## src/rtl/wb_scoreboard.sv

```systemverilog
// Writeback scoreboard: tracks destinations of in-flight long-latency ops and stalls ID on RAW/WAW.
// Optional: define SCOREBOARD_BYPASS_EN to drop the stall in the completion cycle (core forwards data).

module wb_sb_file #(
  parameter bit HARD_ZERO = 1'b0,
  parameter int NUM_SRC   = 3
) (
  input  logic                        clk,
  input  logic                        reset_n,
  input  logic                        flush,
  input  logic                        set_en,
  input  logic [4:0]                  set_rd,
  input  logic                        clr_en,
  input  logic [4:0]                  clr_rd,
  input  logic [NUM_SRC-1:0][4:0]     src,
  input  logic                        wr_en,
  input  logic [4:0]                  wr_rd,
  output logic [31:0]                 pending,
  output logic                        tgt_busy,
  output logic                        clr_stale,
  output logic                        hit
);
  logic [31:0]        clr_mask, nxt, cmp;
  logic [NUM_SRC-1:0] src_hit;

  assign clr_mask = clr_en ? (32'd1 << clr_rd) : 32'd0;

  always_comb begin
    nxt = pending & ~clr_mask;
    if (set_en) nxt[set_rd] = 1'b1;
    if (HARD_ZERO) nxt[0] = 1'b0;
  end

  always_ff @(posedge clk or negedge reset_n) begin
    if (!reset_n)   pending <= '0;
    else if (flush) pending <= '0;
    else            pending <= nxt;
  end

  // Issue may reuse a register whose completion lands this same cycle.
  assign tgt_busy  = pending[set_rd] && !(clr_en && clr_rd == set_rd);
  assign clr_stale = !pending[clr_rd];

`ifdef SCOREBOARD_BYPASS_EN
  assign cmp = pending & ~(flush ? 32'd0 : clr_mask);
`else
  assign cmp = pending;
`endif

  for (genvar i = 0; i < NUM_SRC; i++) begin : g_src
    assign src_hit[i] = cmp[src[i]];
  end

  assign hit = (|src_hit) || (wr_en && cmp[wr_rd]);
endmodule

module wb_scoreboard #(
  parameter int MAX_OUTSTANDING = 2
) (
  input  logic        clk,
  input  logic        reset_n,
  input  logic        issue_valid,
  input  logic        issue_is_fp,
  input  logic [4:0]  issue_rd,
  output logic        issue_ready,
  input  logic        cmpl_valid,
  input  logic        cmpl_is_fp,
  input  logic [4:0]  cmpl_rd,
  input  logic        flush,
  input  logic [4:0]  id_rs1,
  input  logic [4:0]  id_rs2,
  input  logic [4:0]  id_fp_rs1,
  input  logic [4:0]  id_fp_rs2,
  input  logic [4:0]  id_fp_rs3,
  input  logic [4:0]  id_rd,
  input  logic        id_rd_is_fp,
  input  logic        id_reg_write,
  output logic        stall_id,
  output logic [31:0] int_pending,
  output logic [31:0] fp_pending,
  output logic [2:0]  outstanding,
  output logic        proto_err
);
  localparam logic [2:0] MAX_C = 3'(MAX_OUTSTANDING);

  logic              accept, cmpl_ok, dec, bad_cmpl;
  logic [1:0]        tgt_busy, clr_stale, hit;
  logic [1:0][31:0]  pend;
  logic [1:0][2:0][4:0] src;

  // File 0 is integer (x0 hardwired, two sources), file 1 is FP.
  assign src[0] = {5'd0, id_rs2, id_rs1};
  assign src[1] = {id_fp_rs3, id_fp_rs2, id_fp_rs1};

  for (genvar f = 0; f < 2; f++) begin : g_file
    localparam logic IS_FP = 1'(f);
    wb_sb_file #(.HARD_ZERO(f == 0), .NUM_SRC(3)) u_file (
      .clk       (clk),
      .reset_n   (reset_n),
      .flush     (flush),
      .set_en    (accept && issue_is_fp == IS_FP),
      .set_rd    (issue_rd),
      .clr_en    (cmpl_valid && cmpl_is_fp == IS_FP),
      .clr_rd    (cmpl_rd),
      .src       (src[f]),
      .wr_en     (id_reg_write && id_rd_is_fp == IS_FP),
      .wr_rd     (id_rd),
      .pending   (pend[f]),
      .tgt_busy  (tgt_busy[f]),
      .clr_stale (clr_stale[f]),
      .hit       (hit[f])
    );
  end

  assign issue_ready = (outstanding < MAX_C || cmpl_valid) && !tgt_busy[issue_is_fp];
  assign accept      = issue_valid && issue_ready && !flush;
  assign cmpl_ok     = cmpl_valid && !flush;
  assign dec         = cmpl_ok && (outstanding != 3'd0);
  assign bad_cmpl    = cmpl_ok && clr_stale[cmpl_is_fp] && (cmpl_is_fp || cmpl_rd != 5'd0);

  assign stall_id    = |hit;
  assign int_pending = pend[0];
  assign fp_pending  = pend[1];

  always_ff @(posedge clk or negedge reset_n) begin
    if (!reset_n)              outstanding <= 3'd0;
    else if (flush)            outstanding <= 3'd0;
    else if (accept && !dec)   outstanding <= outstanding + 3'd1;
    else if (!accept && dec)   outstanding <= outstanding - 3'd1;
  end

  // Sticky until reset; a flush does not forgive a bogus completion.
  always_ff @(posedge clk or negedge reset_n) begin
    if (!reset_n)      proto_err <= 1'b0;
    else if (bad_cmpl) proto_err <= 1'b1;
  end
endmodule

```

## config.mk

```make
export PLATFORM = sky130hd
export DESIGN_NAME = wb_scoreboard
export DESIGN_NICKNAME = d
export VERILOG_FILES = /design/src/rtl/wb_scoreboard.sv
export SDC_FILE = /design/constraint.sdc
export NUM_CORES = 1
export LEC_CHECK = 0
export CAP_MARGIN = 20
export CORE_MARGIN = 2
export CORE_UTILIZATION = 38
export DETAILED_ROUTE_END_ITERATION = 10
export REMOVE_ABC_BUFFERS = 1
export SLEW_MARGIN = 20
export SYNTH_ARGS = -nofsm -noshare
export SYNTH_HDL_FRONTEND = slang
export SYNTH_HIERARCHICAL = 1
export SYNTH_SLANG_ARGS = --single-unit
```

## constraint.sdc

```tcl
create_clock -name clk -period 3.75 [get_ports clk]
set_clock_uncertainty 0.1 [all_clocks]
set_input_delay 0.375 -clock clk [delete_from_list [all_inputs] [get_ports clk]]
set_output_delay 0.375 -clock clk [all_outputs]
set_load 0.03 [all_outputs]
```

==> results of run 1 <==
## routing by layer
metal	routed length [microns]	track usage, %
met1	11900	43.5
met3	2530	5.85
met4	745	9.85
met2	12700	46.8
met5	0	0
## report_power, final
| group | internal [W] | total [W] | switching, W |
|---|---|---|---|
| clock | 0.000651 | 0.000978 | 0.000327 |
| combinational | 0.000226 | 0.000503 | 0.000277 |
| sequential | 0.000731 | 0.000749 | 0.0000173 |
## flip-flops by register name (all words and copies together), names as in the netlist
register / count
g_file.u_file/pending: 63
outstanding: 3
proto_err: 1
## final cells by class
class / instances / area share (%)
clock buffer: 10 / 2.52
clock inverter: 6 / 1.25
inverter: 9 / 0.372
multi-input combinational: 578 / 52.8
sequential: 67 / 18.4
tap: 225 / 3.10
timing repair buffer: 206 / 21.5
## worst max path at each step
stage	slack (ns)	start	to
floorplan	0.23	g_file[1].u_file/pending[19]$_DFF_PN0_	g_file[1].u_file/pending[28]$_DFF_PN0_
global placement	-0.15	issue_rd[0]	outstanding[2]$_DFFE_PN0P_
detailed placement	-0.12	issue_rd[0]	outstanding[2]$_DFFE_PN0P_
CTS	0.20	issue_rd[0]	outstanding[2]$_DFFE_PN0P_
global route	0.02	issue_rd[0]	g_file[0].u_file/pending[16]$_DFF_PN0_
finish	0.26	id_rd[1]	stall_id
## worst min-delay path, stage by stage (launching register included)
cell	delay (ns)
dfrtp_1	0.35
a31oi_1	0.05
o31ai_1	0.06
## per-stage QoR
stage / setup TNS (ns) / hold WS, ns
2_1_floorplan: 0 / -0.0206
3_3_place_gp: -0.249 / 0.347
3_5_place_dp: -0.782 / 0.344
4_1_cts: 0 / 0.387
5_1_grt: 0 / 0.409
6_report: 0 / 0.401
## repair_timing
action / CTS / global route
gates resized for setup: 2 / 4
endpoints found under the setup margin: 1 / 11
endpoints found under the hold margin: 27 / 0
hold buffers: 1 / 0
## logic make-up after synthesis
group / after synthesis / share of synthesized area (%)
DFF: 67 / 25.0
buffers and inverters: 61 / 4.41
muxes: 139 / 34.7
and+or+nand+nor: 218 / 16.7
AOI/OAI and AO/OA: 194 / 17.4
xor gates and xnor gates: 10 / 1.31
other: 2 / 0.112
adders and majority gates: 1 / 0.299
## cells in the final DEF, fill, tap and decap left out, types with 3 or more instances in the layout
master	count
mux4_2	58
buf_4	79
o21ai_0	69
a21oi_1	65
or2_2	3
nand3_1	21
and3_1	8
nand2b_1	8
mux2i_1	58
nor2b_1	17
conb_1	16
nor3b_1	8
nand3b_1	3
a221oi_1	3
nand2_1	93
bufinv_16	3
nand4_1	4
nor2_1	18
xor2_1	8
clkbuf_16	9
a31oi_1	6
nor3_1	7
inv_1	9
and3b_1	4
mux2_2	9
buf_12	10
a2111oi_0	3
a311oi_1	9
a22oi_1	16
dfrtp_1	67
a211oi_1	7
clkdlybuf4s50_1	112
nor4_1	5
mux4_1	12
nor3b_2	3
==> results_dict.tcl, run 1 <==
set metrics [dict create \
    holdPathStages 2 \
    period_share_pct 93.1 \
    power_w 0.00223 \
    leakage_nw 3.59 \
    clkLatencyLatePin_ns 0.33 \
    ys_top_cells_by_count "nand2_1, o21ai_0, dfrtp_1, a21oi_1" \
    routed_wl_mm 27.8 \
    synthCells 692 \
    async_flop_share_pct 100 \
    overflow 0 \
    max_cap_violations 0 \
    placed_area_sq_mm 0.00872 \
    ys_seq_area_share_pct 25.0 \
    slew-limit-headroom_pct 47.3 \
    rsz0062_at_grt "false" \
    hold_path.class "reg -> reg" \
    yosysTopAreaCell "dfrtp_1" \
    min_to "proto_err$_DFFE_PN0P_" \
    r2r_cells 14 \
    antennaDiodeCount 0 \
    drive_gt1_share_pct 21.6 \
    track_usage_pct 30.5 \
    synth.top_cells.by_area "dfrtp_1, mux4_2, mux2i_1" \
    yosys_warnings 6 \
    start_util_pct 38.7 \
    final_cell_area_sq_mm 0.00909 \
    cts_root_buffer "clkbuf_16" \
    cp_max_fo 9 \
    path_cells "clkdlybuf4s50_1 > buf_4 > mux4_1 > mux4_2 > nor2_1 > a31oi_1 > nand3_2 > nand3_2 > or2_2 > dlygate4sd2_1" \
    die_h_microns 137 \
    tightest_slew_ns 0.790 \
    die_w_microns 137 \
    max_freq_mhz 286 \
    place_ws_ns -0.117 \
    max_stage_delay_ns 0.56 \
    crit_path_frequent_cell "nand3_2" \
    num_vias 7113 \
    antenna_found_initial 0 \
    crit_arrival_ns 3.02 \
    nets 921 \
    hp-start "proto_err$_DFFE_PN0P_" \
    gp_congestion 0.951 \
    grt_max_degree 71 \
    die_area_sq_mm 0.0187 \
    cp-end-kind "output pin" \
    setup_viol 0 \
    core_area_sq_mm 0.0173 \
    synth.cell_area_sq_mm 0.00670 \
    fin_cells 1101 \
    drv_slew 0 \
    cts_tree "yes" \
    syn_to_final_growth_pct 35.7 \
    setup_ws_ns 0.258 \
    r2r-end "outstanding[2]$_DFFE_PN0P_" \
    cts_sinks 67 \
    crit_type "in -> out" \
    synth_edf_count 0 \
    viasPerCell 6.46 \
    grt_pass1_vias 7043 \
    status "finished, final reports clean" \
    ys.flop_type "dfrtp_1" \
    io_pins 119 \
    r2r-start "g_file[1].u_file/pending[12]$_DFF_PN0_" \
    seqCellArea_sq_mm 0.00168 \
    cts-htree-levels 3 \
    drtIter0Drc 844 \
    grt_pass1_wl_mm 42.5 \
    dr.pass1.iters 6 \
    wl_per_cell_microns 25.3 \
    synth_top_area_share_pct 25.0 \
    reg2reg_setup_slack_ns 0.45 \
    cts_buffers 9 \
    peakVddDrop_mv 0.207 \
    cts_buffer_depth 2 \
    dp_hpwl_mm 19.9 \
    cp-start-kind "primary input" \
    cp.depth 10 \
    portBuffers 117 \
    multi_input_area_sq_mm 0.00480 \
    antenna_left 0 \
    ys_ff_latch 67 \
    clk_pin_slew_ns 0.06 \
    netlist-cell-type-count 62 \
    avgSynthCellArea_sq_um 9.68 \
    hold_viol 0 \
    critPathTopFamily "multiplexers" \
    period_needed_ns 3.49 \
    placed_cells 1084 \
    crit_buf_inv 3 \
    crit_slowest_cell "mux4_1" \
    num-fill-cells 1587 \
    rows 48 \
    cts_setup_buffers 0 \
    drc_errors 0 \
    cp.required_ns 3.27 \
    p_per_area_mw_per_mm2 245 \
    utilization_pct 52.6 \
    yosysMostFrequentCell "nand2_1" \
]
(Power assumes the default switching activity.)
==> inputs of run 2 (changes only) <==
--- a/config.mk
+++ b/config.mk
@@ -10,6 +10,7 @@
 export CORE_UTILIZATION = 38
 export DETAILED_ROUTE_END_ITERATION = 10
 export REMOVE_ABC_BUFFERS = 1
+export SKIP_LAST_GASP = 1
 export SLEW_MARGIN = 20
 export SYNTH_ARGS = -nofsm -noshare
 export SYNTH_HDL_FRONTEND = slang
==> results of run 2 <==
Final layout, timing and power as in run 1 (identical DEF).
